## config.mk

```make
export PLATFORM = sky130hd
export DESIGN_NAME = multicycle_control
export DESIGN_NICKNAME = d
export VERILOG_FILES = /design/src/rtl/riscv_ctrl_pkg.sv /design/src/rtl/opcode_classifier.sv /design/src/rtl/multicycle_control.sv
export SDC_FILE = /design/constraint.sdc
export NUM_CORES = 1
export LEC_CHECK = 0
export CAP_MARGIN = 20
export CORE_MARGIN = 2
export CORE_UTILIZATION = 46
export DETAILED_ROUTE_END_ITERATION = 12
export DONT_BUFFER_PORTS = 1
export PLACE_DENSITY = 0.59
export SETUP_SLACK_MARGIN = 0.2
export SYNTH_ARGS = -nofsm -noshare
export SYNTH_HDL_FRONTEND = slang
export SYNTH_SLANG_ARGS = --single-unit
```

## constraint.sdc

```tcl
create_clock -name clk -period 2 [get_ports clk]
set_clock_uncertainty 0.2 [all_clocks]
set_input_delay 0.4 -clock clk [delete_from_list [all_inputs] [get_ports clk]]
set_output_delay 0.4 -clock clk [all_outputs]
set_load 0.01 [all_outputs]
```

## src/rtl/riscv_ctrl_pkg.sv

```systemverilog
// Shared encodings for the RV64 multi-cycle control unit and its opcode classifier.
package riscv_ctrl_pkg;

    localparam int unsigned OPCODE_W = 7;
    localparam int unsigned ALUOP_W  = 2;
    localparam int unsigned STATE_W  = 3;
    localparam int unsigned CLS_W    = 3;

    localparam logic [OPCODE_W-1:0] OPCODE_RTYPE   = 7'b0110011;
    localparam logic [OPCODE_W-1:0] OPCODE_ITYPE   = 7'b0010011;
    localparam logic [OPCODE_W-1:0] OPCODE_LOAD    = 7'b0000011;
    localparam logic [OPCODE_W-1:0] OPCODE_STORE   = 7'b0100011;
    localparam logic [OPCODE_W-1:0] OPCODE_BRANCH  = 7'b1100011;
    localparam logic [OPCODE_W-1:0] OPCODE_RTYPE32 = 7'b0111011;
    localparam logic [OPCODE_W-1:0] OPCODE_ITYPE32 = 7'b0011011;

    localparam logic [ALUOP_W-1:0] ALUOP_ADD     = 2'b00;
    localparam logic [ALUOP_W-1:0] ALUOP_BRANCH  = 2'b01;
    localparam logic [ALUOP_W-1:0] ALUOP_RTYPE   = 2'b10;
    localparam logic [ALUOP_W-1:0] ALUOP_INVALID = 2'b11;

    typedef enum logic [STATE_W-1:0] {
        ST_FETCH     = 3'd0,
        ST_DECODE    = 3'd1,
        ST_EXECUTE   = 3'd2,
        ST_MEM       = 3'd3,
        ST_WRITEBACK = 3'd4,
        ST_TRAP      = 3'd5
    } state_e;

    typedef enum logic [CLS_W-1:0] {
        CLS_NONE   = 3'd0,
        CLS_R      = 3'd1,
        CLS_I      = 3'd2,
        CLS_LOAD   = 3'd3,
        CLS_STORE  = 3'd4,
        CLS_BRANCH = 3'd5,
        CLS_R32    = 3'd6,
        CLS_I32    = 3'd7
    } cls_e;

endpackage

```

## src/rtl/opcode_classifier.sv

```systemverilog
// Combinational opcode-to-class decoder; word ops are illegal unless enabled.
module opcode_classifier
    import riscv_ctrl_pkg::*;
#(
    parameter int unsigned SUPPORT_WORD_OPS = 1
) (
    input  logic [OPCODE_W-1:0] opcode_i,
    output cls_e                cls_o,
    output logic                word_op_o,
    output logic                illegal_o
);

    localparam bit WORD_EN = (SUPPORT_WORD_OPS != 0);

    always_comb begin
        cls_o     = CLS_NONE;
        word_op_o = 1'b0;
        illegal_o = 1'b0;
        case (opcode_i)
            OPCODE_RTYPE:  cls_o = CLS_R;
            OPCODE_ITYPE:  cls_o = CLS_I;
            OPCODE_LOAD:   cls_o = CLS_LOAD;
            OPCODE_STORE:  cls_o = CLS_STORE;
            OPCODE_BRANCH: cls_o = CLS_BRANCH;
            OPCODE_RTYPE32: begin
                if (WORD_EN) begin
                    cls_o     = CLS_R32;
                    word_op_o = 1'b1;
                end else begin
                    illegal_o = 1'b1;
                end
            end
            OPCODE_ITYPE32: begin
                if (WORD_EN) begin
                    cls_o     = CLS_I32;
                    word_op_o = 1'b1;
                end else begin
                    illegal_o = 1'b1;
                end
            end
            default: illegal_o = 1'b1;
        endcase
    end

endmodule

```

## src/rtl/multicycle_control.sv

```systemverilog
// Multi-cycle RV64 control FSM: fetch/decode/execute/mem/writeback with
// bounded ready handshakes and sticky illegal/timeout traps.
module multicycle_control
    import riscv_ctrl_pkg::*;
#(
    parameter int unsigned SUPPORT_WORD_OPS = 1,
    parameter int unsigned TIMEOUT_CYCLES   = 16
) (
    input  logic                clk,
    input  logic                rst,
    input  logic [OPCODE_W-1:0] opcode,
    input  logic                imem_ready,
    input  logic                dmem_ready,
    output logic                imem_req,
    output logic                dmem_req,
    output logic                dmem_we,
    output logic                ir_write,
    output logic                pc_write,
    output logic                RegWrite,
    output logic [ALUOP_W-1:0]  ALUOp,
    output logic                ALUSrc,
    output logic                MemToReg,
    output logic                word_op,
    output logic                branch,
    output logic                illegal,
    output logic                mem_timeout,
    output logic [STATE_W-1:0]  state_o
);

    localparam int unsigned CNT_W      = (TIMEOUT_CYCLES > 1) ? $clog2(TIMEOUT_CYCLES) : 1;
    localparam int unsigned CNT_LIM    = (TIMEOUT_CYCLES > 0) ? TIMEOUT_CYCLES - 1 : 0;
    localparam bit          TIMEOUT_EN = (TIMEOUT_CYCLES != 0);

    state_e             state_q, state_d;
    cls_e               cls_q, cls_d;
    logic               word_q, word_d;
    logic [CNT_W-1:0]   wait_q, wait_d;
    logic               illegal_q, illegal_d;
    logic               tmo_q, tmo_d;

    cls_e               dec_cls;
    logic               dec_word;
    logic               dec_illegal;
    logic               limit_hit;
    logic               wait_ready;

    opcode_classifier #(
        .SUPPORT_WORD_OPS (SUPPORT_WORD_OPS)
    ) u_classifier (
        .opcode_i  (opcode),
        .cls_o     (dec_cls),
        .word_op_o (dec_word),
        .illegal_o (dec_illegal)
    );

    // Last permitted wait cycle: a low ready here means the handshake has expired.
    assign limit_hit  = TIMEOUT_EN && (wait_q == CNT_W'(CNT_LIM));
    assign wait_ready = (state_q == ST_FETCH) ? imem_ready : dmem_ready;
    assign state_o    = state_q;

    always_ff @(posedge clk) begin
        if (rst) begin
            state_q   <= ST_FETCH;
            cls_q     <= CLS_NONE;
            word_q    <= 1'b0;
            wait_q    <= '0;
            illegal_q <= 1'b0;
            tmo_q     <= 1'b0;
        end else begin
            state_q   <= state_d;
            cls_q     <= cls_d;
            word_q    <= word_d;
            wait_q    <= wait_d;
            illegal_q <= illegal_d;
            tmo_q     <= tmo_d;
        end
    end

    always_comb begin
        state_d   = state_q;
        cls_d     = cls_q;
        word_d    = word_q;
        wait_d    = wait_q;
        illegal_d = illegal_q;
        tmo_d     = tmo_q;

        case (state_q)
            ST_FETCH, ST_MEM: begin
                if (wait_ready) begin
                    if (state_q == ST_FETCH) begin
                        state_d = ST_DECODE;
                    end else if (cls_q == CLS_LOAD) begin
                        state_d = ST_WRITEBACK;
                    end else begin
                        state_d = ST_FETCH;
                    end
                end else if (limit_hit) begin
                    state_d = ST_TRAP;
                    tmo_d   = 1'b1;
                end else if (TIMEOUT_EN) begin
                    wait_d = wait_q + CNT_W'(1);
                end
            end
            ST_DECODE: begin
                if (dec_illegal) begin
                    state_d   = ST_TRAP;
                    illegal_d = 1'b1;
                    cls_d     = CLS_NONE;
                    word_d    = 1'b0;
                end else begin
                    state_d = ST_EXECUTE;
                    cls_d   = dec_cls;
                    word_d  = dec_word;
                end
            end
            ST_EXECUTE: begin
                case (cls_q)
                    CLS_R, CLS_R32, CLS_I, CLS_I32: state_d = ST_WRITEBACK;
                    CLS_LOAD, CLS_STORE:            state_d = ST_MEM;
                    CLS_BRANCH:                     state_d = ST_FETCH;
                    default: begin
                        state_d   = ST_TRAP;
                        illegal_d = 1'b1;
                    end
                endcase
            end
            ST_WRITEBACK: state_d = ST_FETCH;
            ST_TRAP:      state_d = ST_TRAP;
            default:      state_d = ST_FETCH;
        endcase

        // Every wait window starts from zero.
        if (state_d != state_q) begin
            wait_d = '0;
        end
        if (state_d == ST_FETCH) begin
            word_d = 1'b0;
        end
    end

    always_comb begin
        imem_req    = 1'b0;
        dmem_req    = 1'b0;
        dmem_we     = 1'b0;
        ir_write    = 1'b0;
        pc_write    = 1'b0;
        RegWrite    = 1'b0;
        ALUOp       = ALUOP_INVALID;
        ALUSrc      = 1'b0;
        MemToReg    = 1'b0;
        word_op     = 1'b0;
        branch      = 1'b0;
        illegal     = 1'b0;
        mem_timeout = 1'b0;

        if (!rst) begin
            illegal     = illegal_q;
            mem_timeout = tmo_q;
            case (state_q)
                ST_FETCH: begin
                    imem_req = 1'b1;
                    ir_write = imem_ready;
                    pc_write = imem_ready;
                end
                ST_DECODE: begin
                    word_op = dec_word & ~dec_illegal;
                end
                ST_EXECUTE: begin
                    word_op = word_q;
                    case (cls_q)
                        CLS_R, CLS_R32: begin
                            ALUOp  = ALUOP_RTYPE;
                            ALUSrc = 1'b0;
                        end
                        CLS_I, CLS_I32: begin
                            ALUOp  = ALUOP_RTYPE;
                            ALUSrc = 1'b1;
                        end
                        CLS_LOAD, CLS_STORE: begin
                            ALUOp  = ALUOP_ADD;
                            ALUSrc = 1'b1;
                        end
                        CLS_BRANCH: begin
                            ALUOp  = ALUOP_BRANCH;
                            ALUSrc = 1'b0;
                            branch = 1'b1;
                        end
                        default: ALUOp = ALUOP_INVALID;
                    endcase
                end
                ST_MEM: begin
                    // Address operands stay selected while the access is outstanding.
                    dmem_req = 1'b1;
                    dmem_we  = (cls_q == CLS_STORE);
                    ALUOp    = ALUOP_ADD;
                    ALUSrc   = 1'b1;
                    word_op  = word_q;
                end
                ST_WRITEBACK: begin
                    RegWrite = 1'b1;
                    MemToReg = (cls_q == CLS_LOAD);
                    word_op  = word_q;
                end
                default: ;
            endcase
        end
    end

endmodule

```

==> flow_summary.ini <==
[critical_path]
reg2reg_slack_ns = -0.01
worstPathMaxFanout = 4
cp-startpoint = state_o[1]
end_kind = output port
cp-start-kind = register
crit_required_ns = 1.40
r2r_end = word_q
worstPathArrival_ns = 1.61
critPathCapture = word_op
reg2reg_depth = 6
worstSetupPathType = register to output port
r2r_start = state_o[0]

[clock_network]
worstSkewPairLatency_ns = 0.29
path_clk_slew_ns = 0.09
cts_buffers = 3
htree_levels = 1
root_buffer = clkbuf_4
clockBufferDepth = 2
cts_tree = built
numClockSinks = 13

[die]
core_mm2 = 0.00202
fp-row-count = 16
initial_utilization_pct = 49.8
die_x_um = 50.8
die_y_um = 50.8
dieArea_mm2 = 0.00258
pin_count = 28

[global_routing]
first_global_vias = 1007
grt_max_degree = 15
grt_use_total_pct = 23.1
overflow = 0
antenna_found_initial = 0
grt_pass1_wl_um = 4500

[synth]
ys_ff_latch = 13
synth_top_area_share_pct = 25.9
yosysWarnings = 0
synthSimpleGateAreaFrac_pct = 33.1
synth_compound_gate_area_share_pct = 29.6
yosys-top-cells-count = 19 x nor2_1, 13 x dfxtp_1, 11 x a21oi_1
yosysTopAreaCell = dfxtp_1
synth-edff-count = 0
synth_fp_nets = 139
synth_xor_xnor_area_share_pct = 4.35
syn_inst = 127
synth_fa_ha_area_share_pct = 1.24
async_flop_share_pct = 0
seq_area_frac_synth_pct = 25.9
yosysMostFrequentCell = nor2_1
synth_cell_types = 52
yosys-top-cells-area = dfxtp_1 26%, nor2_1 7.1%, a21oi_1 5.5%
synthFlopType = dfxtp_1
synthesis.area_mm2 = 0.00101
synth_top_family_by_area = simple AND/OR/NAND/NOR gates
syn_area_per_cell_um2 = 7.92
synthMuxAreaShare_pct = 0.995

[timing]
setup_violations = 9
maxSlewHeadroom_pct = 70.8
finalHoldViolCount = 0
timing.final.crit_share_pct = 110
tightest_slew_ns = 0.432
slew_violations = 0
setup_tns_ns = -1.05
setup_slack_ns = -0.205
rsz0062_at_grt = true
fmax_ghz = 0.453
fin_crit_ns = 2.21

[routing]
antenna_left = 0
viasPerCell = 5.96
wire_per_inst_um = 16.2
vias = 1055
drt_wl_total_um = 2870
remaining_drc_errors = 0
drtPass1Iterations = 4
drt_iter0_drc = 43

[pwr]
irDropWorstVdd_mv = 0.389
power.total_mw = 0.722
power.density_mw_per_mm2 = 499
power_leakage_nw = 0.567

[min_path]
hp-class = input pin to register

[status]
violations = setup timing
status = complete, but fails checks

[finish]
final_nets = 163
antenna_cells = 0
fillers = 160
area_growth_pct = 43.8
drive_gt1_share_pct = 40.7

[place]
port_buffers = 0
globalplace.congestion = 0.854
dpl.hpwl_um = 1860

[run]
drv_cap = 0
flip-flops by register name, indices dropped and copies added, names as in the netlist:
register	count
wait_q	4
cls_q	3
state_o	3
illegal_q	1
tmo_q	1
word_q	1
worst max-delay path, cell delays in order, from the launching register on:
cell and delay [ns]:
dfxtp_4 0.36, or3b_4 0.39, nor3_4 0.13, nor3b_4 0.24, a21oi_2 0.06, nor2_2 0.13
cell families (layout without fill, tap and decap cells):
logic type,count (synthesis),after routing
simple gates,58,58
xor+xnor,5,5
mux,1,1
buf+inv,10,33
fa+ha+maj,1,1
compound gates,39,39
flops,13,13
cell usage in the layout, fill, tap and decap left out, types with 2 or more instances in the layout:
cell type,count
buf_4,18
o21ai_0,3
dfxtp_1,10
nor3b_4,2
xor2_1,3
nor3_1,2
clkbuf_4,3
nor3_4,2
buf_6,6
xnor2_1,2
nand2b_4,2
o21a_1,2
nor2b_1,5
a21oi_2,3
and2_4,3
dfxtp_4,2
nor2_1,17
a22oi_1,2
nand2_1,7
a21oi_1,8
nand2b_1,3
where the power goes:
group          switching (mW)  leakage [nW]  internal [mW]
clock network          0.0929        0.0150         0.0777
logic                   0.128         0.445          0.145
registers             0.00868         0.107          0.270
worst min-delay path by stage:
| stage | end | cells past startpoint | start |
|---|---|---|---|
| 2_1_floorplan | tmo_q | 2 | tmo_q |
| 3_3_place_gp | tmo_q | 2 | tmo_q |
| 3_5_place_dp | tmo_q | 2 | tmo_q |
| 4_1_cts | state_o[1] | 2 | rst |
| 5_1_grt | state_o[1] | 2 | rst |
| 6_report | state_o[1] | 2 | rst |
timing repair:
action	in CTS	in global routing
setup buffers	9	1
setup endpoints to repair	18	20
gates cloned	1	1
hold buffers	1	0
endpoints found under the hold margin	7	0
pin swaps	14	7
resized for setup	23	7
metal layers:
layer / wire, µm / GRT usage, % / up-vias
li1: - / - / 511
met1: 1390 / 32.3 / 493
met2: 1280 / 36.6 / 49
met3: 181 / 4.17 / 2
met4: 23 / 5.41 / 0
met5: 0 / 0 / -
cell type report:
class	count	area, µm²	share of cell area, %
tap	27	33.8	2.34
timing repair buffer	28	290	20.1
sequential	13	269	18.6
inverter	1	3.75	0.260
clock buffer	4	26.3	1.82
multi-input combinational	104	823	56.9
metrics by stage:
step	hold WS (ns)	std cells	util [%]	setup WS (ns)	area, µm²
6_report	0.0626	177	71.5	-0.205	1450
3_5_place_dp	0.260	160	57.1	-0.00494	1150
2_1_floorplan	0.229	127	-	-0.0807	1080
5_1_grt	0.0551	177	71.5	-0.276	1450
4_1_cts	0.0585	175	68.3	-0.232	1380
3_3_place_gp	0.249	160	57.1	0.0399	1150
No activity file was read; power rests on OpenSTA's default activity.
==> RTL edit 1: new RTL, same flow settings <==
`SUPPORT_WORD_OPS` is set to 1 in 2 places; all go to 0.
--- a/src/rtl/opcode_classifier.sv
+++ b/src/rtl/opcode_classifier.sv
@@ -4,3 +4,3 @@
 #(
-    parameter int unsigned SUPPORT_WORD_OPS = 1
+    parameter int unsigned SUPPORT_WORD_OPS = 0
 ) (
--- a/src/rtl/multicycle_control.sv
+++ b/src/rtl/multicycle_control.sv
@@ -5,3 +5,3 @@
 #(
-    parameter int unsigned SUPPORT_WORD_OPS = 1,
+    parameter int unsigned SUPPORT_WORD_OPS = 0,
     parameter int unsigned TIMEOUT_CYCLES   = 16
Behaviour: not the same (Yosys sat finds a counterexample within 4 cycles, from zero or initial values and one cycle with rst high).
==> RTL edit 1 against the unedited design <==
  * Routed wire length shrank 17%
  * Area after synthesis shrank 6.3%
  * Cell area shrank 15%
  * Non-clock buffer count shrank 12
  * Count of clock-buffer cells in the layout is the same
  * Worst setup slack gained 270 ps
  * Sequential cell count shrank 1
  * Fmax grew 14%
  * Synthesized cell count shrank 7.1%
  * Total power grew 3.3%
  * Critical endpoint is now dmem_we
  * Largest cell class unchanged
  * Highest routed layer unchanged
==> RTL edit 1: results (changes against the unedited design) <==
first-pass GRT wire length=3.94 mm (-12%); syn_nets=130 (-6.5%); Synth async-reset ratio=0% (unchanged); # diodes=0 (unchanged); CP Max Fanout=8 (+4); vias in the first global route=885 (-12%); outcome=completed; R2R cell count=6 (unchanged); number of buffers created by CTS=3 (unchanged); Final Wtd Congestion=0.874 (+2.4%); top cells by count, synth=dfxtp_1, nor2_1, nor3_1, a21oi_1, inv_1; DR iter-0 viols=12 (-72%); Max Root-Sink Buffers=2 (unchanged); Top reg by flops=wait_q; initial antenna violation count=0 (unchanged); slowest CP cell=dfxtp_4; min-delay worst type=primary input to flip-flop; DPL Wire Length=1.64 mm (-12%); vias=944 (-11%); Placed Area=997 um^2 (-14%); Critical Path Source=state_o[2]; Worst-Skew Late Latency=around 280 ps; CTS root buf=clkbuf_4; DR pass1 iterations=4 (unchanged); synth warn=0 (unchanged); Max IR drop VDD=0.446 mV (+15%); Synth Area in XOR/XNOR=5.58% (+1.2 points); Arr. time, crit path=1340 ps (-270 ps); Overall Global Routing Usage=20.6% (-2.5 points); hold path start=opcode[5]; mean number of vias per cell=5.97 (+0.24%); synth unique cells=46 (-12%); Filler cells=180 (+13%); Syn Inst Count=118 (-7.1%); Starting Density=48.5% (-1.2 points); Seq/Total Area, Yosys=25.5% (-0.37 points); DP Cell Count=146 (-8.8%); Max H-tree Level=1 (unchanged); adder-cell share of the synthesized area=1.33% (+0.084 points); CP max stage delay=390 ps (about the same); Final Hold Viols=0 (unchanged); crit-path leading delay family=simple AND/OR/NAND/NOR gates; Clk pin slew, worst setup/hold paths=~80 ps; worst hold path depth=3 (+1); share of post-route cells with drive strength above 1=38.2% (-2.5 points); max FFs per register=4 (unchanged); number of port buffers=0 (unchanged); mux share of post-synthesis cell area=2.12% (+1.1 points); Place WS=14.0 ps (+18.9 ps); area fraction in compound gates after synthesis=21.8% (-7.8 points); Tcrit/Tclk final=96.9% (-13 points); Leak=0.456 nW (-20%); Synth area leaders=dfxtp_1, nor2_1, nor3_1; largest net degree at the start of global routing=12 (-3); Final #Nets=144 (-12%); final wirelength=2.40 mm (-17%)
## RTL edit 1: changes by cell type after synthesis, moves of 5 or more
cell and delta:
inv_1 +6, nand2_1 -5, nor3_1 +5, nor2_1 -8
## RTL edit 1: what timing repair did
item / in CTS / in global routing
setup endpoints to repair: 16 / 17
pin swaps: 8 / 4
hold buffers: 1 / 0
buffers inserted: 7 / 0
gates resized for setup: 34 / 6
hold endpoints to repair: 8 / 0
## RTL edit 1: worst paths after layout
path          endpoint  slack (ps)
max            dmem_we          60
min           cls_q[1]         140
max reg2reg  wait_q[1]         130
min reg2reg      tmo_q         260
## RTL edit 1: worst min-delay path: cells and delay by family
kind | cells | cell delay (ps)
AO/OA/AOI/OAI | 1 | 110
AND/OR/NAND/NOR | 2 | 70
## RTL edit 1: power breakdown
part | total [mW] | internal [mW] | leakage (nW) | switching (mW)
registers | 0.277 | 0.254 | 0.101 | 0.0231
logic | 0.274 | 0.131 | 0.333 | 0.143
clock network | 0.194 | 0.111 | 0.0210 | 0.0835
total | 0.745 | 0.496 | 0.456 | 0.250
## RTL edit 1: layer usage
metal | GRT usage (%) | wire length, um | share of wire (%)
met5 | 0 | 0 | 0
met4 | 7.62 | 47 | 2.0
met1 | 25.3 | 1010 | 42
met3 | 3.99 | 177 | 7.4
met2 | 35.4 | 1170 | 49
## RTL edit 1: cells by family after synthesis
logic type,count (synthesis)
muxes,2
and+or+nand+nor,52
adders and majority gates,1
DFF,12
buffers and inverters,14
xor gates and xnor gates,6
AOI/OAI and AO/OA,30
other,1
## RTL edit 1: final cells by class
type,instances,area [um^2],area share [%]
inverters,7,26.3,2.14
flip-flops and latches,12,256,20.9
clock buffers,4,36.3,2.96
well taps,27,33.8,2.76
multi-input cells,92,734,59.9
repair buffers,16,139,11.3
==> RTL edit 2: new RTL, config.mk and constraints unchanged <==
Made on the original files. The 8 values of `cls_e` get a Gray code encoding in 3 bits.
--- a/src/rtl/riscv_ctrl_pkg.sv
+++ b/src/rtl/riscv_ctrl_pkg.sv
@@ -30,11 +30,11 @@
 
-    typedef enum logic [CLS_W-1:0] {
-        CLS_NONE   = 3'd0,
-        CLS_R      = 3'd1,
-        CLS_I      = 3'd2,
-        CLS_LOAD   = 3'd3,
-        CLS_STORE  = 3'd4,
-        CLS_BRANCH = 3'd5,
-        CLS_R32    = 3'd6,
-        CLS_I32    = 3'd7
+    typedef enum logic [2:0] {
+        CLS_NONE   = 3'b000,
+        CLS_R      = 3'b001,
+        CLS_I      = 3'b011,
+        CLS_LOAD   = 3'b010,
+        CLS_STORE  = 3'b110,
+        CLS_BRANCH = 3'b111,
+        CLS_R32    = 3'b101,
+        CLS_I32    = 3'b100
     } cls_e;
Behaviour: no difference found for any inputs over 10 cycles, from zero or initial values and one cycle with rst high; not proved beyond that.
==> RTL edit 2 against the unedited design <==
  * The run still ends with negative setup slack left
  * Count of clock-buffer cells in the layout did not move
  * Worst setup slack improved by 140 ps
  * Critical endpoint unchanged
  * Cell area rose by 14%
  * Area after synthesis rose by 8.5%
  * Total power rose by 0.60%
  * Sequential cell count did not move
  * Routed wire length rose by 35%
  * Cell count rose by 10%
  * Largest cell class unchanged
==> RTL edit 2: results (changes against the unedited design) <==
Final #Nets=180 (+10%); DPL Wire Length=2.01 mm (+8.1%); Worst R2R Setup Slack=60 ps (+70 ps); failing checks=negative setup slack; met3 GRT Util=4.29% (+0.12 points); post-CTS setup buffer count=13 (+4); Max IR drop VDD=0.334 mV (-14%); Final Wtd Congestion=0.831 (-2.7%); Min Hold Slack=157 ps (+94.5 ps); mean number of vias per cell=6.47 (+8.5%); Filler cells=157 (-1.9%); slew margin rel.=74.6% (+3.8 points); Final setup viols=1 (-8); Seq/Total Area, Yosys=23.9% (-2.0 points); Synth area leaders=dfxtp_1, nor2_1, nand2b_1; Setup WS post-layout=-68.6 ps (+137 ps); largest net degree at the start of global routing=12 (-3); CP max stage delay=420 ps (+30 ps); met2 usage=42.9% (+6.3 points); final wirelength=3.88 mm (+35%); Leak=0.629 nW (+11%); share of post-route cells with drive strength above 1=52.7% (+12 points); post-CTS sizing=50 (+120%); WL per Instance=19.9 um (+23%); adder-cell share of the synthesized area=1.15% (-0.097 points); wire length on met2=1.98 mm (+55%); outcome=complete, but fails checks; top cells by count, synth=dfxtp_1, nor2_1, a21oi_1
RTL edit 2: report_power, final:
group	leakage, nW	internal [mW]	switching (mW)
logic	0.505	0.132	0.138
clock network	0.0150	0.0776	0.101
registers	0.109	0.267	0.00990
total	0.629	0.478	0.249
RTL edit 2: final timing paths:
path / from / end / depth (start not counted)
max: state_o[0] / word_op / 4
min: opcode[3] / cls_q[1] / 3
min reg2reg: tmo_q / tmo_q / 2
max reg2reg: state_o[0] / wait_q[1] / 6
RTL edit 2: final cells by class:
class / count / share of cell area (%)
multi-input cells: 109 / 57.8
inverters: 4 / 1.29
clock buffers: 4 / 1.59
well taps: 28 / 2.12
flip-flops and latches: 13 / 16.6
repair buffers: 37 / 20.7
RTL edit 2: through the flow:
| stage | utilization (%) | total power, mW |
|---|---|---|
| after floorplan | - | 0.414 |
| after global placement | 52.3 | 0.441 |
| after detailed placement | 52.3 | 0.440 |
| after CTS | 66.6 | 0.685 |
| after global routing | 74.1 | 0.749 |
| final | 74.1 | 0.726 |
